[src/rtl/audio_tone_sequencer.sv]
// rtl/audio_tone_sequencer.sv - host-queued note sequencer driving the AudioDAC register port
//
// Purpose: the host stages freq/vol and pushes notes {freq, vol, dur} into a FIFO.
// The sequencer pops each note, writes Volume/Freq/Mode to the DAC, holds it for
// dur millisecond ticks, and writes stream mode back once the queue drains.
//
// Optional feature macro: AUDIO_SEQ_LOOP_EN (CTRL bit3 LOOP re-queues each played note).
//
// Ports:
//   Clk, Resetn          clock, synchronous active-low reset
//   Addr, DataWr, DataRd host register bus (DataRd combinational from Addr)
//   En, Rd, Wr           host select / read strobe / write strobe (write on En&Wr)
//   DacAddr, DacDataWr   AudioDAC register address / write data
//   DacEn, DacWr         AudioDAC select / write strobe, one cycle per write
module audio_tone_sequencer #(
  parameter int FIFO_DEPTH = 8,
  parameter int TICK_DIV   = 50000
) (
  input  logic        Clk,
  input  logic        Resetn,
  input  logic [3:0]  Addr,
  input  logic [15:0] DataWr,
  output logic [15:0] DataRd,
  input  logic        En,
  input  logic        Rd,
  input  logic        Wr,
  output logic [3:0]  DacAddr,
  output logic [15:0] DacDataWr,
  output logic        DacEn,
  output logic        DacWr
);

  localparam int AW = (FIFO_DEPTH > 1) ? $clog2(FIFO_DEPTH) : 1;
  localparam int PW = (TICK_DIV > 1) ? $clog2(TICK_DIV) : 1;
  localparam logic [4:0]    DEPTH   = 5'(FIFO_DEPTH);
  localparam logic [PW-1:0] PRE_MAX = PW'(TICK_DIV - 1);

  typedef enum logic [2:0] {
    IDLE, LOAD, WR_VOL, WR_FREQ, WR_MODE, PLAY, RESTORE
  } stateT;

  stateT state, nextState;

  logic        run;
  logic        overflow;
  logic [15:0] stagedFreq;
  logic [7:0]  stagedVol;

  logic [35:0]   mem [FIFO_DEPTH];
  logic [AW-1:0] wrPtr, rdPtr;
  logic [4:0]    count;

  logic [15:0]   noteFreq;
  logic [7:0]    noteVol;
  logic [11:0]   noteDur;
  logic [PW-1:0] prescaler;
  logic [11:0]   durCnt;

  // Reads have no side effects, so the read strobe carries no information.
  logic unusedRd;
  assign unusedRd = Rd;

  logic hostWr, ctrlWr, flush, clrOvf, hostPush;
  assign hostWr   = En & Wr;
  assign ctrlWr   = hostWr && (Addr == 4'd0);
  assign flush    = ctrlWr && DataWr[1];
  assign clrOvf   = ctrlWr && DataWr[2];
  assign hostPush = hostWr && (Addr == 4'd4);

  logic empty, full, popOk;
  assign empty = (count == 5'd0);
  assign full  = (count == DEPTH);
  assign popOk = (state == LOAD) && !empty;

  logic        hostBlocked, hostPushOk, fifoPush;
  logic [35:0] pushData;

`ifdef AUDIO_SEQ_LOOP_EN
  logic loopEn;
  logic loopPush;
  // The loop re-push owns the write port in LOAD, so a host push there is lost.
  assign loopPush    = popOk && loopEn;
  assign hostBlocked = full || loopPush;
  assign hostPushOk  = hostPush && !hostBlocked && !flush;
  assign fifoPush    = (hostPushOk || loopPush) && !flush;
  assign pushData    = loopPush ? mem[rdPtr] : {stagedFreq, stagedVol, DataWr[11:0]};
`else
  assign hostBlocked = full;
  assign hostPushOk  = hostPush && !hostBlocked && !flush;
  assign fifoPush    = hostPushOk;
  assign pushData    = {stagedFreq, stagedVol, DataWr[11:0]};
`endif

  // A push in this cycle lands before the next state's first cycle, so it
  // counts as a pending note even though count has not caught up yet.
  logic haveNext;
  assign haveNext = !empty || hostPushOk;

  logic tick, playDone;
  assign tick     = (prescaler == PRE_MAX);
  assign playDone = (durCnt == 12'd0) || (tick && (durCnt == 12'd1));

  // Host registers
  always_ff @(posedge Clk) begin
    if (!Resetn) begin
      run        <= 1'b0;
      overflow   <= 1'b0;
      stagedFreq <= 16'h0000;
      stagedVol  <= 8'h00;
`ifdef AUDIO_SEQ_LOOP_EN
      loopEn     <= 1'b0;
`endif
    end else begin
      if (ctrlWr) begin
        run <= DataWr[0];
`ifdef AUDIO_SEQ_LOOP_EN
        loopEn <= DataWr[3];
`endif
      end
      if (hostWr && (Addr == 4'd2)) stagedFreq <= DataWr;
      if (hostWr && (Addr == 4'd3)) stagedVol  <= DataWr[7:0];
      // A new overflow in the same cycle as a clear is kept.
      if (hostPush && hostBlocked) overflow <= 1'b1;
      else if (clrOvf)             overflow <= 1'b0;
    end
  end

  // FIFO storage (not reset; validity is tracked by count)
  always_ff @(posedge Clk) begin
    if (fifoPush) mem[wrPtr] <= pushData;
  end

  always_ff @(posedge Clk) begin
    if (!Resetn || flush) begin
      wrPtr <= '0;
      rdPtr <= '0;
      count <= 5'd0;
    end else begin
      if (fifoPush) wrPtr <= wrPtr + AW'(1);
      if (popOk)    rdPtr <= rdPtr + AW'(1);
      case ({fifoPush, popOk})
        2'b10:   count <= count + 5'd1;
        2'b01:   count <= count - 5'd1;
        default: count <= count;
      endcase
    end
  end

  // Note register, prescaler and duration counter
  always_ff @(posedge Clk) begin
    if (!Resetn) begin
      noteFreq  <= 16'h0000;
      noteVol   <= 8'h00;
      noteDur   <= 12'h000;
      prescaler <= '0;
      durCnt    <= 12'h000;
    end else begin
      if (popOk) {noteFreq, noteVol, noteDur} <= mem[rdPtr];
      if (state == PLAY) begin
        prescaler <= tick ? '0 : prescaler + PW'(1);
        if (tick) durCnt <= durCnt - 12'd1;
      end else begin
        // Held preloaded outside PLAY so the first PLAY cycle starts fresh.
        prescaler <= '0;
        durCnt    <= noteDur;
      end
    end
  end

  always_ff @(posedge Clk) begin
    if (!Resetn) state <= IDLE;
    else         state <= nextState;
  end

  always_comb begin
    nextState = state;
    DacEn     = 1'b0;
    DacWr     = 1'b0;
    DacAddr   = 4'd0;
    DacDataWr = 16'h0000;
    case (state)
      IDLE: begin
        if (run && haveNext && !flush) nextState = LOAD;
      end
      LOAD: nextState = WR_VOL;
      WR_VOL: begin
        DacEn     = 1'b1;
        DacWr     = 1'b1;
        DacAddr   = 4'd1;
        DacDataWr = {8'h00, noteVol};
        nextState = WR_FREQ;
      end
      WR_FREQ: begin
        DacEn     = 1'b1;
        DacWr     = 1'b1;
        DacAddr   = 4'd2;
        DacDataWr = noteFreq;
        nextState = WR_MODE;
      end
      WR_MODE: begin
        DacEn     = 1'b1;
        DacWr     = 1'b1;
        DacAddr   = 4'd0;
        DacDataWr = (noteFreq == 16'h0000) ? 16'h0000 : 16'h0001;
        nextState = PLAY;
      end
      PLAY: begin
        // Chaining straight into LOAD avoids a stream-mode blip between notes.
        if (playDone) nextState = (run && haveNext) ? LOAD : RESTORE;
      end
      RESTORE: begin
        DacEn     = 1'b1;
        DacWr     = 1'b1;
        DacAddr   = 4'd0;
        DacDataWr = 16'h0002;
        nextState = IDLE;
      end
      default: nextState = IDLE;
    endcase
    // Any DAC write already on the port this cycle still goes out.
    if (flush && (state != IDLE) && (state != RESTORE)) nextState = RESTORE;
  end

  // Host read mux
  logic [15:0] statusWord;
  assign statusWord = {(state != IDLE), overflow, full, empty, 7'h00, count};

  always_comb begin
    DataRd = 16'h0000;
    case (Addr)
`ifdef AUDIO_SEQ_LOOP_EN
      4'd0: DataRd = {12'h000, loopEn, 2'b00, run};
`else
      4'd0: DataRd = {15'h0000, run};
`endif
      4'd1: DataRd = statusWord;
      4'd2: DataRd = stagedFreq;
      4'd3: DataRd = {8'h00, stagedVol};
      default: DataRd = 16'h0000;
    endcase
  end

endmodule

[config.mk]
export PLATFORM = sky130hd
export DESIGN_NAME = audio_tone_sequencer
export DESIGN_NICKNAME = d
export VERILOG_FILES = /design/src/rtl/audio_tone_sequencer.sv
export SDC_FILE = /design/constraint.sdc
export NUM_CORES = 1
export LEC_CHECK = 0
export BUFFER_PORTS_ARGS = -buffer_cell sky130_fd_sc_hd__buf_2
export CAP_MARGIN = 20
export CORE_MARGIN = 4
export CORE_UTILIZATION = 25
export DETAILED_ROUTE_END_ITERATION = 16
export GPL_TIMING_DRIVEN = 0
export SYNTH_ARGS = -nofsm -noshare
export SYNTH_HDL_FRONTEND = slang
export SYNTH_SLANG_ARGS = --single-unit
[constraint.sdc]
create_clock -name Clk -period 19.9 [get_ports Clk]
set_input_delay 3.98 -clock Clk [delete_from_list [all_inputs] [get_ports Clk]]
set_output_delay 3.98 -clock Clk [all_outputs]
set_load 0.01 [all_outputs]
# == Word-level counts from Yosys, hierarchy flattened ==
# Memory sizes are Yosys's and may differ from the RTL's. A register that Yosys moved wholly into a read port is not among the register bits.
# Cells that the tools add are included.
# totals
reg_bits,68
ramBits,288
in_bits,25
elab_cells,95
mem_count,1
# mem_list
name,words,word_bits,rd,rd_clocked_by_memory_dff,write_ports,line,rtl
mem,8,36,1,1,1,49,logic [35:0] mem [FIFO_DEPTH];
# op_classes
add_sub_neg,6
n_eq_ne,21
muxes,17
n_bitwise,3
n_reduce_logical,36
# op_table
op,n
16-bit case mux with 4 select lines,2
12-bit 2-to-1 mux,2
3-bit case mux with 6 select lines,1
"16-bit by 1-bit adder with 16-bit output, second input constant",1
"16-bit equality test, second input constant",1
16-bit logical NOT,1
1-bit logical AND,15
"12-bit by 1-bit equality test with 1-bit output, second input constant",1
12-bit logical NOT,1
3-bit 2-to-1 mux,4
"12-bit by 1-bit subtractor with 12-bit output, second input constant",1
5-bit case mux with 2 select lines,1
"3-bit equality test, second input constant",3
"4-bit by 2-bit equality test with 1-bit output, second input constant",2
"3-bit by 1-bit adder with 3-bit output, second input constant",2
"3-bit by 2-bit equality test with 1-bit output, second input constant",2
1-bit 2-to-1 mux,6
"2-bit inequality test, second input constant",3
"3-bit inequality test, second input constant",2
"5-bit by 1-bit adder with 5-bit output, second input constant",1
"5-bit by 4-bit equality test with 1-bit output, second input constant",1
1-bit logical NOT,5
5-bit logical NOT,1
"5-bit by 1-bit subtractor with 5-bit output, second input constant",1
18 further kinds,23

# == Longest topological paths before layout ==
# depth
word_depth,11
depth_mapped,14
mapped_depth_nobuf,11

# == Least setup slack after synthesis ==
# Ideal clock, no wire load.
# synth_timing
path_kind,input -> register
start,input Addr[1]
end,memory mem[2][0] (enable)
setup_ns,0.532
arrival_time_ns,8.904
required_time_ns,19.368
slack_ns,10.464
stages,5
n_path_buf,1
cell_sequence,buf_2 nand4bb_1 a211oi_1 inv_1 nor4b_1
# synth_via
elab_chain_cells,7
elab_cells_between_ends,10
classes_between,eq/ne (1); mux (2); reduce/logical (7)
# synth_lines
item,line,rtl
"start, declared",21,"input logic [3:0] Addr,"
4-bit logical NOT,65,assign ctrlWr = hostWr && (Addr == 4'd0);
1-bit logical AND,65,
1-bit logical AND,66,assign flush = ctrlWr && DataWr[1];
1-bit logical NOT,89,assign hostPushOk = hostPush && !hostBlocked && !flush;
1-bit logical AND *,89,
1-bit 2-to-1 mux *,130,if (fifoPush) mem[wrPtr] <= pushData;
1-bit 2-to-1 mux (implied by the code) *,130,
"end, declared",49,
# Mark *: on every way between the ends. The rest lies on a longest branch, timed or not.

# == Final worst setup path ==
# layout_timing
start,input Addr[0]
end,output DataRd[15]
# layout_via
elab_chain_cells,2
elab_cells_between_ends,5
classes_between,eq/ne (3); mux (1); reduce/logical (1)
# layout_lines
item,line,rtl
4-bit by 2-bit equality test with 1-bit output (tied with other cells),230,case (Addr)
16-bit case mux with 4 select lines *,230,
"end, declared",23,"output logic [15:0] DataRd,"
# Marks and branches as above.

==> summary.txt <==
Run status
  • Status: complete, no violations

Floorplanning
  • I/O Pins: 63
  • Core area: ~62000 um2
  • Die area: 66600 um2
  • Die width: 258 um
  • Chip Height: 258 um
  • # rows: 91
  • Initial Utilization: 0.253

Finish
  • Share of cells above drive strength 1: 0.222
  • Area delta synth->final: 19.6%
  • Number of fill cells: between 6000 and 7000
  • Design Area, Final: 18700 um2
  • Final net count: 1193
  • Final Util: 0.302

Yosys
  • Largest family of logic cells by synthesized area: multiplexers
  • Post-synth top area cell: edfxtp_1
  • Mapped Avg Cell Area: 15.4 um2
  • Top_reg_cell synth: edfxtp_1
  • XOR/XNOR Fraction of Synth Area: 0.0185
  • Synthesized area: 15600 um2
  • Synth warn: 0
  • Share of the synthesized area in the top cell type: 0.553
  • Synth Area in Compound Gates: 0.0603
  • Number of enable flip-flop cells after synthesis: 288
  • Mux cell area share after synthesis: 0.138
  • Post-synthesis adder-cell area fraction: 0.00865
  • Post-Syn Instances: just over 1000
  • Synth Register Bits: 392
  • Synth area leaders: edfxtp_1, dfxtp_1, mux4_2, mux2i_1, a21oi_1
  • FFs w/ async S/R, synth: 0
  • Netlist cell types: between 50 and 60
  • Post-synthesis simple-gate area fraction: 0.0673
  • Seq/Total Area, Yosys: 0.687

Worst setup path
  • Crit start category: input pin
  • WP data required: 15920 ps
  • CP Max Fanout: 10
  • Most frequent CP cell: buf_2
  • Worst r2r src: count[1]$_SDFFE_PP0P_
  • Worst Setup Path Type: input pin to output port
  • CP peak stage delay: about 560 ps
  • Critical Path AT: 5810 ps
  • Crit path max-delay cell type: buf_1
  • Crit path capture type: output port
  • Cell Chain, Critical Path: buf_2 -> buf_1 -> nor2b_1 -> o31ai_1 -> a21oi_1 -> buf_2
  • CP startpoint: Addr[0]

Global routing
  • Global-route wire length before repair: 58900 um
  • Initial antenna violation count: 4
  • GRT Util Overall: 0.115
  • Grt total ovfl: 0
  • Largest net degree at the start of global routing: 20
  • Number of global-route vias before repair: 9387

Clock network
  • Hold buffers post-CTS: 0
  • Clk sinks: 392
  • CTS tree: built
  • Clk root buf: clkbuf_16
  • H-tree depth: 2
  • TritonCTS Buffers: 40
  • Latest clock arrival within the worst-skew pair: 530 ps
  • Setup bufs post-CTS: 0
  • Resize count post-CTS: 0
  • Max Root-Sink Buffers: 3
  • Clock transition at path regs: 60 ps

STA
  • Minimum clock period: a little under 10000 ps
  • Post-Route Skew: 9.76 ps
  • RSZ-0062 raised after global routing: false
  • Hold_ws: about 450 ps
  • Final setup violating endpoints: 0
  • Final hold vios: 0
  • Fin crit share: 0.492
  • Slew headroom: 0.340
  • Max Fclk: just over 100 MHz
  • Slew Limit Fails: 0
  • Worst Max-Slew Pin Slew: between 900 and 1000 ps
  • Sum Neg Setup Slack: 0 ps

Worst hold path
  • Hold path start: prescaler[0]$_SDFF_PP0_
  • Hold/Removal Path Class: flop to flop

Route
  • DR vias/cell: between 4 and 5
  • Drt pass-1 iters: 5
  • Via count: 9294
  • WL/cell: 19.3 um
  • ANT nets after route: 0
  • Final WL: 39200 um
  • DRC: 0
  • Iter 0 DRT Violations: 716

Power and ir drop
  • Pwr dens: about 90 nW/um2
  • Sequential share of power: 0.533
  • Peak supply drop: 64.5 uV
  • Sw frac: 0.206
  • Total chip power: 1.64 mW
  • Psw: between 300 and 400 uW
  • Leakage: 6.39 nW
  • Internal: 1.30 mW
  • Clock network power share: 0.442
  • Power share of the combinational group: 0.025

Placement
  • DP Area: 17400 um2
  • Post-DP HPWL: 27500 um
  • Port bufs: 59
  • Gpl congestion: 0.858

Run
  • Max cap viols: 0
[critical path, delay by kind of cell]
family                 cells  cell delay (ps)
AOI/OAI and AO/OA          2              490
buffers and inverters      3              820
and+or+nand+nor            1              520
[cells in the final DEF, fill, tap and decap left out, drive strengths merged, types with 10 or more instances in the layout]
cell type	count
a21oi	79
and3	17
buf	120
clkbuf	95
clkinv	11
dfxtp	104
edfxtp	288
ha	10
inv	11
mux2i	48
mux4	73
nand2	61
nand3	12
nor2	55
nor4	15
o21ai	59
xnor2	19
xor2	14
[metrics by stage]
step                      cells  worst slack [ps]
after floorplan            1017             10460
after global placement     1913              5830
after detailed placement   1953             10240
after CTS                  2025             10220
after global routing       2025             10110
final                      2027             10110
[sequential cells by signal, summed over array words and instances (netlist names)]
name	cells
wrPtr	3
state	3
noteFreq	16
durCnt	12
noteVol	8
rdPtr	3
stagedVol	8
count	5
prescaler	16
noteDur	12
run	1
overflow	1
stagedFreq	16
mem	288
[kinds of logic (layout without fill, tap and decap cells)]
kind of cell    count (synthesis)  after routing
xor+xnor                       33             33
fa+ha+maj                      11             11
flops                         392            392
other cells                     1              4
simple gates                  208            208
compound gates                170            170
buf+inv                        77            248
mux                           124            124
[layout make-up]
cell class	instances	area (um2)	area share
repair buffers	99	706	0.0377
multi-input cells	548	4630	0.248
clock buffers	50	1060	0.0567
plain buffers	66	275	0.0147
inverters	11	41.3	0.00221
clock inverters	22	203	0.0108
diodes	2	5.00	0.000268
flip-flops and latches	392	10700	0.574
well taps	837	1050	0.0560
[routing by layer]
| layer | part of all wire | GRT usage | up-vias |
|---|---|---|---|
| li1 | - | - | 4210 |
| met1 | 0.44 | 0.162 | 4729 |
| met2 | 0.46 | 0.184 | 294 |
| met3 | 0.072 | 0.0224 | 59 |
| met4 | 0.023 | 0.0312 | 2 |
| met5 | 0.00018 | 0 | - |
[synth_stat cells (14+ instances only)]
cell and n:
a21oi_1 79, and3_1 17, clkbuf_1 45, dfxtp_1 104, edfxtp_1 288, mux2i_1 48, mux4_2 73, nand2_1 61
nor2_1 55, o21ai_0 59, xnor2_1 19, xor2_1 14
[final timing paths]
check | depth (start not counted) | slack (ps) | to
hold / removal | 1 | 450 | prescaler[0]$_SDFF_PP0_
hold reg to reg | 1 | 450 | prescaler[0]$_SDFF_PP0_
setup reg to reg | 14 | 15840 | count[4]$_SDFFE_PP0P_
setup / recovery | 6 | 10110 | DataRd[15]
[power groups by stage]
stage | logic [mW] | clock network, mW | registers [mW]
2_1_floorplan | 0.0214 | 0 | 0.890
3_3_place_gp | 0.0403 | 0 | 0.891
3_5_place_dp | 0.0413 | 0 | 0.891
4_1_cts | 0.0414 | 0.737 | 0.873
5_1_grt | 0.0451 | 0.774 | 0.873
6_report | 0.0418 | 0.724 | 0.873
Note: power is estimated with default switching activity, not from simulation.
